==> src/rtl/eth_header_parser_pkg.sv <==
// Shared constants, types and helpers for the Ethernet header parser.
package eth_header_parser_pkg;

  localparam int ETH_HEADER_BYTES = 14;
  localparam int MAC_W            = 48;
  localparam int ETHTYPE_W        = 16;
  localparam int DATA_W           = 8;
  localparam int CNT_W            = 4;
  localparam int HDR_W            = 2 * MAC_W + ETHTYPE_W;

  // Index of the final header byte. Accepting it without tlast completes a header.
  localparam logic [CNT_W-1:0] LAST_HDR_IDX = CNT_W'(ETH_HEADER_BYTES - 1);

  typedef enum logic {
    ST_HEADER,
    ST_PAYLOAD
  } eth_parse_state_t;

  // Field layout of the header in wire order, first byte at the MSB.
  typedef struct packed {
    logic [MAC_W-1:0]     dest_mac;
    logic [MAC_W-1:0]     src_mac;
    logic [ETHTYPE_W-1:0] eth_type;
  } eth_header_t;

  // Splits the 14-byte header shift register into named fields.
  function automatic eth_header_t unpack_header(input logic [HDR_W-1:0] raw);
    eth_header_t h;
    h = raw;
    return h;
  endfunction

endpackage

==> src/rtl/eth_header_parser_if.sv <==
// Header transaction channel between the parser and its consumer.
//
// Handshake: the master raises valid with dest_mac/src_mac/eth_type and then
// holds valid high and every field constant until a rising clock edge at which
// ready is also high. That edge is the transfer. The master may not make valid
// depend on ready; the slave may drive ready regardless of valid.
interface eth_header_parser_if;
  import eth_header_parser_pkg::*;

  logic                 valid;
  logic                 ready;
  logic [MAC_W-1:0]     dest_mac;
  logic [MAC_W-1:0]     src_mac;
  logic [ETHTYPE_W-1:0] eth_type;

  modport master (
    output valid,
    output dest_mac,
    output src_mac,
    output eth_type,
    input  ready
  );

  modport slave (
    input  valid,
    input  dest_mac,
    input  src_mac,
    input  eth_type,
    output ready
  );

endinterface

==> src/rtl/eth_header_parser_skid.sv <==
// Two-entry skid buffer for the 8-bit payload stream (data + last).
// in_ready comes straight from a flop, so the parser's ready path is
// registered, while the output still moves one beat per clock.
module eth_header_parser_skid
  import eth_header_parser_pkg::*;
(
  input  logic              clk,
  input  logic              sync_rst,
  input  logic [DATA_W-1:0] in_data,
  input  logic              in_last,
  input  logic              in_valid,
  output logic              in_ready,
  output logic [DATA_W-1:0] out_data,
  output logic              out_last,
  output logic              out_valid,
  input  logic              out_ready
);

  logic              skid_valid;
  logic [DATA_W-1:0] skid_data;
  logic              skid_last;
  logic              in_fire;
  logic              out_free;

  // Input is only stopped once the spare entry holds a beat.
  assign in_ready = !skid_valid;
  assign in_fire  = in_valid && in_ready;
  assign out_free = !out_valid || out_ready;

  // Output register is refilled from the spare entry first, then from the input;
  // a beat arriving while the output is stalled parks in the spare entry.
  always_ff @(posedge clk) begin
    if (sync_rst) begin
      out_valid  <= 1'b0;
      out_data   <= '0;
      out_last   <= 1'b0;
      skid_valid <= 1'b0;
      skid_data  <= '0;
      skid_last  <= 1'b0;
    end else if (out_free) begin
      if (skid_valid) begin
        out_valid  <= 1'b1;
        out_data   <= skid_data;
        out_last   <= skid_last;
        skid_valid <= 1'b0;
      end else if (in_fire) begin
        out_valid <= 1'b1;
        out_data  <= in_data;
        out_last  <= in_last;
      end else begin
        out_valid <= 1'b0;
      end
    end else if (in_fire) begin
      skid_valid <= 1'b1;
      skid_data  <= in_data;
      skid_last  <= in_last;
    end
  end

endmodule

==> src/rtl/eth_header_parser.sv <==
// Ethernet RX header parser: pulls dest MAC, src MAC and EtherType off the
// front of each frame into one header transaction and forwards the rest of
// the frame as a payload stream. Frames of 14 bytes or fewer are dropped
// with a one-cycle runt_err pulse.
module eth_header_parser
  import eth_header_parser_pkg::*;
(
  input  logic                 clk,
  input  logic                 sync_rst,
  input  logic [DATA_W-1:0]    s_axis_tdata,
  input  logic                 s_axis_tvalid,
  output logic                 s_axis_tready,
  input  logic                 s_axis_tlast,
  eth_header_parser_if.master  header_out,
  output logic [DATA_W-1:0]    m_axis_tdata,
  output logic                 m_axis_tvalid,
  input  logic                 m_axis_tready,
  output logic                 m_axis_tlast,
  output logic                 runt_err,
  output eth_parse_state_t     dbg_state
);

  eth_parse_state_t state;
  eth_parse_state_t next_state;
  logic [CNT_W-1:0] cnt;
  logic [HDR_W-1:0] hdr_shift;
  logic             hdr_valid;
  logic             runt_q;
  logic             s_fire;
  logic             hdr_fire;
  logic             pay_valid;
  logic             pay_ready;
  eth_header_t      hdr_fields;

  assign s_fire   = s_axis_tvalid && s_axis_tready;
  assign hdr_fire = hdr_valid && header_out.ready;

  // Input ready: header bytes wait for the previous header to be taken,
  // payload bytes wait for room in the skid buffer; nothing during reset.
  always_comb begin
    s_axis_tready = 1'b0;
    pay_valid     = 1'b0;
    case (state)
      ST_HEADER:  s_axis_tready = !hdr_valid;
      ST_PAYLOAD: begin
        s_axis_tready = pay_ready;
        pay_valid     = s_axis_tvalid;
      end
      default:    s_axis_tready = 1'b0;
    endcase
    if (sync_rst) begin
      s_axis_tready = 1'b0;
    end
  end

  // Next state: a full header moves to payload, any accepted tlast returns to header.
  always_comb begin
    next_state = state;
    case (state)
      ST_HEADER: begin
        if (s_fire && !s_axis_tlast && (cnt == LAST_HDR_IDX)) begin
          next_state = ST_PAYLOAD;
        end
      end
      ST_PAYLOAD: begin
        if (s_fire && s_axis_tlast) begin
          next_state = ST_HEADER;
        end
      end
      default: next_state = ST_HEADER;
    endcase
  end

  // State register.
  always_ff @(posedge clk) begin
    if (sync_rst) begin
      state <= ST_HEADER;
    end else begin
      state <= next_state;
    end
  end

  // Header capture, byte counter, header valid hold and runt pulse.
  always_ff @(posedge clk) begin
    if (sync_rst) begin
      cnt       <= '0;
      hdr_shift <= '0;
      hdr_valid <= 1'b0;
      runt_q    <= 1'b0;
    end else begin
      runt_q <= 1'b0;
      if (hdr_fire) begin
        hdr_valid <= 1'b0;
      end
      if (state == ST_HEADER && s_fire) begin
        hdr_shift <= {hdr_shift[HDR_W-DATA_W-1:0], s_axis_tdata};
        if (s_axis_tlast) begin
          runt_q <= 1'b1;
          cnt    <= '0;
        end else if (cnt == LAST_HDR_IDX) begin
          hdr_valid <= 1'b1;
          cnt       <= '0;
        end else begin
          cnt <= cnt + 1'b1;
        end
      end else if (state == ST_PAYLOAD && s_fire && s_axis_tlast) begin
        cnt <= '0;
      end
    end
  end

  assign hdr_fields          = unpack_header(hdr_shift);
  assign header_out.valid    = hdr_valid;
  assign header_out.dest_mac = hdr_fields.dest_mac;
  assign header_out.src_mac  = hdr_fields.src_mac;
  assign header_out.eth_type = hdr_fields.eth_type;
  assign runt_err            = runt_q;
  assign dbg_state           = state;

  eth_header_parser_skid u_skid (
    .clk       (clk),
    .sync_rst  (sync_rst),
    .in_data   (s_axis_tdata),
    .in_last   (s_axis_tlast),
    .in_valid  (pay_valid),
    .in_ready  (pay_ready),
    .out_data  (m_axis_tdata),
    .out_last  (m_axis_tlast),
    .out_valid (m_axis_tvalid),
    .out_ready (m_axis_tready)
  );

endmodule
==> src/flat_wrapper.sv <==
// flat-port wrapper written by rule: the top's interface ports become plain ports
module eth_header_parser_flat import eth_header_parser_pkg::*;
  (clk, sync_rst, s_axis_tdata, s_axis_tvalid, s_axis_tready, s_axis_tlast, m_axis_tdata, m_axis_tvalid, m_axis_tready, m_axis_tlast, runt_err, dbg_state, header_out_valid, header_out_dest_mac, header_out_src_mac, header_out_eth_type, header_out_ready);
  eth_header_parser_if header_out_i ();
  input  logic clk;
  input  logic sync_rst;
  input  logic [DATA_W-1:0] s_axis_tdata;
  input  logic s_axis_tvalid;
  output logic s_axis_tready;
  input  logic s_axis_tlast;
  output logic [DATA_W-1:0] m_axis_tdata;
  output logic m_axis_tvalid;
  input  logic m_axis_tready;
  output logic m_axis_tlast;
  output logic runt_err;
  output eth_parse_state_t dbg_state;
  output wire logic [$bits(header_out_i.valid)-1:0] header_out_valid;
  output wire logic [$bits(header_out_i.dest_mac)-1:0] header_out_dest_mac;
  output wire logic [$bits(header_out_i.src_mac)-1:0] header_out_src_mac;
  output wire logic [$bits(header_out_i.eth_type)-1:0] header_out_eth_type;
  input wire logic [$bits(header_out_i.ready)-1:0] header_out_ready;
  assign header_out_valid = header_out_i.valid;
  assign header_out_dest_mac = header_out_i.dest_mac;
  assign header_out_src_mac = header_out_i.src_mac;
  assign header_out_eth_type = header_out_i.eth_type;
  assign header_out_i.ready = header_out_ready;
  eth_header_parser u_core (.clk(clk), .sync_rst(sync_rst), .s_axis_tdata(s_axis_tdata), .s_axis_tvalid(s_axis_tvalid), .s_axis_tready(s_axis_tready), .s_axis_tlast(s_axis_tlast), .header_out(header_out_i), .m_axis_tdata(m_axis_tdata), .m_axis_tvalid(m_axis_tvalid), .m_axis_tready(m_axis_tready), .m_axis_tlast(m_axis_tlast), .runt_err(runt_err), .dbg_state(dbg_state));
endmodule
==> config.mk <==
export PLATFORM = sky130hd
export DESIGN_NAME = eth_header_parser_flat
export DESIGN_NICKNAME = d
export VERILOG_FILES = /design/src/rtl/eth_header_parser_pkg.sv /design/src/rtl/eth_header_parser_if.sv /design/src/rtl/eth_header_parser_skid.sv /design/src/rtl/eth_header_parser.sv /design/src/flat_wrapper.sv
export SDC_FILE = /design/constraint.sdc
export NUM_CORES = 1
export LEC_CHECK = 0
export CORE_UTILIZATION = 48
export CTS_CLUSTER_SIZE = 12
export DETAILED_ROUTE_END_ITERATION = 8
export PLACE_DENSITY = 0.8
export SYNTH_ARGS = -nofsm -noshare
export SYNTH_HDL_FRONTEND = slang
export SYNTH_HIERARCHICAL = 1
export SYNTH_SLANG_ARGS = --single-unit
==> constraint.sdc <==
create_clock -name clk -period 2.03 [get_ports clk]
set_input_delay 0.406 -clock clk [delete_from_list [all_inputs] [get_ports clk]]
set_output_delay 0.406 -clock clk [all_outputs]
set_load 0.03 [all_outputs]
# Word-level counts from Yosys, hierarchy flattened
# Cells that the tools add are included.
dict set report classes {
  add_sub_neg 1
  mul 0
  div 0
  n_lt_le_gt_ge 0
  eq_ne 1
  shifts 0
  n_mux 21
  n_bitwise 3
  reduce_logical 20
}
# operator count
set op_table {}
lappend op_table {{two-way mux 4 bit} 4}
lappend op_table {{two-way mux 8 bit} 2}
lappend op_table {{two-way mux 1 bit} 13}
lappend op_table {{logical AND 1 bit} 9}
lappend op_table {{adder 4 x 1 -> 4 bit, second input constant} 1}
lappend op_table {{equality test 4 bit, second input constant} 1}
lappend op_table {{zero test 1 bit} 4}
lappend op_table {{one-hot mux 1 bit (2 select lines)} 2}
lappend op_table {{AND reduction 2 bit} 2}
lappend op_table {{nonzero test 2 bit} 2}
lappend op_table {{OR reduction 2 bit} 2}
lappend op_table {{NOT 1 bit} 3}
lappend op_table {{logical OR 1 bit} 1}
dict set report totals {
  reg_bits 139
  latchBits 0
  ram_bits 0
  rom_bits 0
  in_bits 14
  out_inout_bits 126
  wordCells 57
  mem_count 0
}

# Longest topological paths before layout
dict set report logic_depth {
  ltp_word 8
  mapped_depth 7
  ltp_nobuf 5
}

# By module
# The synthesis kept the hierarchy.
# mod n_inst cells_each area_per_inst_um2 seq_area_each_um2
set modules_own_cells {}
lappend modules_own_cells {eth_header_parser 1 522 4306.6 2382.3}
lappend modules_own_cells {eth_header_parser_skid 1 91 869.6 400.4}

# Worst setup path after synthesis
# No wires, ideal clock.
dict set report synth_path {
  path_kind {in2reg}
  start {input sync_rst}
  end {register u_core.hdr_shift[71] (netlist: u_core/hdr_fields[71])}
  arrival_ps 1565
  required_ps 1884
  setup_slack_ps 319
  cell_stages 7
  n_path_buf 4
  path_cell_list {buf_2 -> or4b_1 -> buf_2 -> buf_6 -> buf_6 -> nand2_2 -> a21oi_1}
}
dict set report synth_via {
  elab_chain_cells 3
}
# element line
set synth_lines {}
lappend synth_lines {{from (decl)} flat_wrapper.sv:6} ;# input logic sync_rst;
lappend synth_lines {{two-way mux 1 bit} eth_header_parser.sv:51} ;# if (sync_rst) begin
lappend synth_lines {{logical AND 1 bit} eth_header_parser.sv:35} ;# assign s_fire = s_axis_tvalid && s_axis_tready;
lappend synth_lines {{logical AND 1 bit} eth_header_parser.sv:95} ;# if (state == ST_HEADER && s_fire) begin
lappend synth_lines {{to (signal assigned)} eth_header_parser.sv:96} ;# hdr_shift <= {hdr_shift[HDR_W-DATA_W-1:0], s_axis_tdata};
lappend synth_lines {{to (decl)} eth_header_parser.sv:26} ;# logic [HDR_W-1:0] hdr_shift;
# Several ways; a longest one is shown, not always the timed one.
# A chain may end at the register's enable or synchronous reset.

# Final worst setup path
dict set report layout_path {
  start {register u_core.hdr_shift[66] (netlist: u_core/hdr_fields[66])}
  end {output header_out_dest_mac[2]}
}
# element line
set layout_rtl {}
lappend layout_rtl {{to (decl)} flat_wrapper.sv:18} ;# output wire logic [$bits(header_out_i.dest_mac)-1:0] header_out_dest_mac;
# No word-level cell between the ends.

==> metrics.md <==
| Metric | Value |
|---|---|
| Syn nets | 629 |
| Final WS setup | 0.0633 ns |
| Root Buffer | clkbuf_8 |
| Seq/Total Area, Yosys | 0.538 |
| Final Net Count | between 700 and 800 |
| Via/cell ratio | 5.19 |
| Critical path buffers and inverters | 1 |
| First-pass GRT wire length | 20.3 mm |
| Final wirelength | 12.6 mm |
| Total GRT Usage | 0.227 |
| Final Hold Viols | 0 |
| Placed cell area | 6680 µm² |
| CP max-delay cell | clkdlybuf4s50_1 |
| Fin. max-slew vios | 0 |
| CTS HTree Levels | 4 |
| Mean Syn Cell Area | 8.44 µm² |
| Internal power | around 0.0045 W |
| Setup Viol. Count Final | 0 |
| Worst path required time | 1.62 ns |
| Cell Pwr Density | between 800 and 900 nW/µm² |
| Final Power | 0.00581 W |
| CP endpoint kind | primary output |
| Total negative slack | 0 ns |
| IO buf count | roughly 140 |
| Final cell count without fillers | 891 |
| DR iter-0 viols | 219 |
| # clock sinks | 139 |
| Cell variety after synth | 40 |
| Sequential share of power | 0.474 |
| Worst skew pair latency | 0.49 ns |
| Min-Delay Path Class | in -> reg |
| Global route overflow | 0 |
| Io pins | 140 |
| Post-layout min period | 1.97 ns |
| Vias in the first global route | about 4500 |
| Psw | 0.00135 W |
| Cell family with most CP delay | buffers and inverters |
| Synth Instances | 613 |
| Skew final | about 0.007 ns |
| Status | complete, no violations |
| Hold buffers post-CTS | 0 |
| Initial Util | 0.499 |
| Fillers | 821 |
| Clk network pwr share | 0.480 |
| CTS buffer count | 17 |
| CTS tree | done |
| Vias after detailed routing | 4626 |
| # diodes | 0 |
| Layout cell share with drive strength beyond 1 | 0.111 |
| Detailed Routing Iterations Pass 1 | 5 |
| Placement Setup Slack | ~0.018 ns |
| Yosys reg bits | 139 |
| Combinational power share | 0.046 |
| Fin crit share | 0.969 |
| WL/cell | 14.1 µm |
| Die area | 11200 µm² |
| Crit path DAT | 1.56 ns |
| Layout Area Growth over Synthesis | 40.2% |
| Placed cell count | ~860 |
| Cell Chain, Critical Path | clkdlybuf4s50_1 |
| Startpoint types | flop |
| Post-Syn Area | 5180 µm² |
| Sw Share | 0.232 |
| CORE AREA | 10400 µm² |
| Largest net degree at the start of global routing | 76 |
| Site Rows | 37 |
| Worst vdd ir | 0.524 mV |
| Detailed Place HPWL | 8.40 mm |
| Lkg Pwr | 2.70 nW |
| Die width | 106 µm |
| Height of the die | 106 µm |
| Antenna violations before repair | 0 |
| Drc violations | 0 |
| Clock Tree Buf Depth | 2 |
| Crit Path Max Fanout | 3 |
| Clock transition at path regs | 0.06 ns |
| Antenna viol nets, final | 0 |
| Fin area | 7260 µm² |
| Crit path largest cell delay | 0.69 ns |
| CP Class | reg -> out |
| Slew @ Worst Pin | roughly 0.78 ns |
| Max-Cap Viols | 0 |
| Peak Freq | 0.508 GHz |
| Yosys warns | 6 |
| Relative slew slack | 0.481 |
| GP Congestion | roughly 0.8 |
-- sequential cells by signal, indices dropped and copies added (netlist names) --
signal and count:
u_core/hdr_fields 112, u_core/u_skid/out_data 8, u_core/u_skid/skid_data 8, u_core/cnt 4, u_core/dbg_state 1, u_core/header_out.valid 1
u_core/runt_err 1, u_core/u_skid/out_last 1, u_core/u_skid/out_valid 1, u_core/u_skid/skid_last 1, u_core/u_skid/skid_valid 1
-- Yosys cell counts --
master | n | area, µm²
and2_4 | 1 | 8.76
or2_1 | 1 | 6.26
nand2_1 | 232 | 871
nand3b_1 | 1 | 7.51
a21oi_1 | 123 | 616
nand3_1 | 1 | 5.00
ha_1 | 2 | 25.0
nor3_2 | 1 | 10.0
nor3_1 | 1 | 5.00
or4b_1 | 1 | 10.0
clkbuf_1 | 22 | 82.6
a21oi_2 | 9 | 78.8
nand4bb_1 | 1 | 11.3
mux2_2 | 1 | 11.3
nand2b_1 | 3 | 18.8
a21o_1 | 1 | 7.51
and4_1 | 1 | 8.76
buf_4 | 2 | 15.0
and2_1 | 2 | 12.5
nor2b_1 | 1 | 6.26
buf_6 | 11 | 124
nand2_2 | 10 | 62.6
a2111oi_2 | 1 | 15.0
mux2i_1 | 9 | 90.1
buf_2 | 10 | 50.1
dfxtp_1 | 139 | 2780
a211o_1 | 1 | 8.76
and3_1 | 1 | 6.26
nor4b_2 | 1 | 15.0
and4bb_1 | 1 | 12.5
nor4b_1 | 1 | 8.76
nor2_1 | 2 | 7.51
inv_1 | 3 | 11.3
a211oi_1 | 1 | 7.51
a22o_1 | 2 | 17.5
a211oi_2 | 9 | 113
buf_1 | 1 | 3.75
xnor2_1 | 1 | 8.76
a311oi_1 | 1 | 8.76
a31oi_1 | 1 | 6.26
-- metal layers --
layer	up-vias	track usage	share of wire
met5	-	0	0
met4	0	0.0863	0.020
met3	16	0.0686	0.064
met2	148	0.387	0.51
met1	2195	0.266	0.40
li1	2267	-	-
-- worst reg2reg max path, stage by stage (launching register included) --
cell and delay, ns:
dfxtp_1 0.37, buf_4 0.18, or4b_4 0.61, buf_12 0.23, nand2_1 0.13, a21oi_1 0.08
-- final timing paths --
kind | slack [ns] | cells after the start | startpoint | to
setup reg to reg | 0.28 | 5 | u_core/dbg_state$_SDFF_PP0_ | u_core/hdr_fields[97]$_SDFFE_PP0P_
hold reg to reg | 0.46 | 2 | u_core/hdr_fields[107]$_SDFFE_PP0P_ | u_core/hdr_fields[107]$_SDFFE_PP0P_
hold / removal | 0.42 | 5 | sync_rst | u_core/header_out.valid$_SDFF_PP0_
setup / recovery | 0.06 | 1 | u_core/hdr_fields[66]$_SDFFE_PP0P_ | header_out_dest_mac[2]
-- power by group through the flow --
stage | Sequential [W] | Combinational [W] | Clock (W)
floorplan | 0.00283 | 0.000150 | 0
global placement | 0.00281 | 0.000267 | 0
detailed placement | 0.00281 | 0.000269 | 0
CTS | 0.00275 | 0.000269 | 0.00284
global route | 0.00275 | 0.000291 | 0.00296
finish | 0.00275 | 0.000269 | 0.00279
-- metrics by stage --
stage	hold slack, ns	util
after floorplan	0.436	-
after global placement	0.440	0.644
after detailed placement	0.449	0.644
after CTS	0.389	0.695
after global routing	0.434	0.700
final	0.425	0.700
-- cells by family (layout without fill, tap and decap cells) --
group	Yosys count	count (layout)	synth area share
mux	10	10	0.0196
flops	139	139	0.538
fa+ha+maj	2	2	0.00483
simple gates	263	263	0.211
xor+xnor	1	1	0.00169
buf+inv	49	191	0.0554
compound gates	149	149	0.170
-- repair_timing --
item	4_1_cts	5_1_grt
setup endpoints to repair	6	19
resized for setup	11	19
buffers inserted	0	0
endpoints found under the hold margin	0	0
-- layout make-up --
type | instances | area [µm²] | share of cell area
Sequential cell | 139 | 2780 | 0.383
Clock buffer | 19 | 422 | 0.0581
Multi-Input combinational cell | 425 | 2130 | 0.293
Inverter | 3 | 11.3 | 0.00155
Clock inverter | 13 | 119 | 0.0164
Tap cell | 136 | 170 | 0.0234
Timing Repair Buffer | 156 | 1630 | 0.224
-- placed cells by master, fill, tap and decap left out, drive strengths merged, types with 2 or more instances in the layout --
master | synthesis | routed
dfxtp | 139 | 139
dlymetal6s2s | 0 | 18
a22o | 2 | 2
and2 | 3 | 3
ha | 2 | 2
buf | 24 | 19
nor2 | 2 | 2
nand2 | 242 | 242
nor4b | 2 | 2
clkinvlp | 0 | 7
a211oi | 10 | 10
dlygate4sd2 | 0 | 5
inv | 3 | 6
clkinv | 0 | 2
a21oi | 132 | 132
mux2i | 9 | 9
nand2b | 3 | 3
clkdlybuf4s50 | 0 | 114
nor3 | 2 | 2
clkbuf | 22 | 19
No activity file was read; power rests on OpenSTA's default activity.
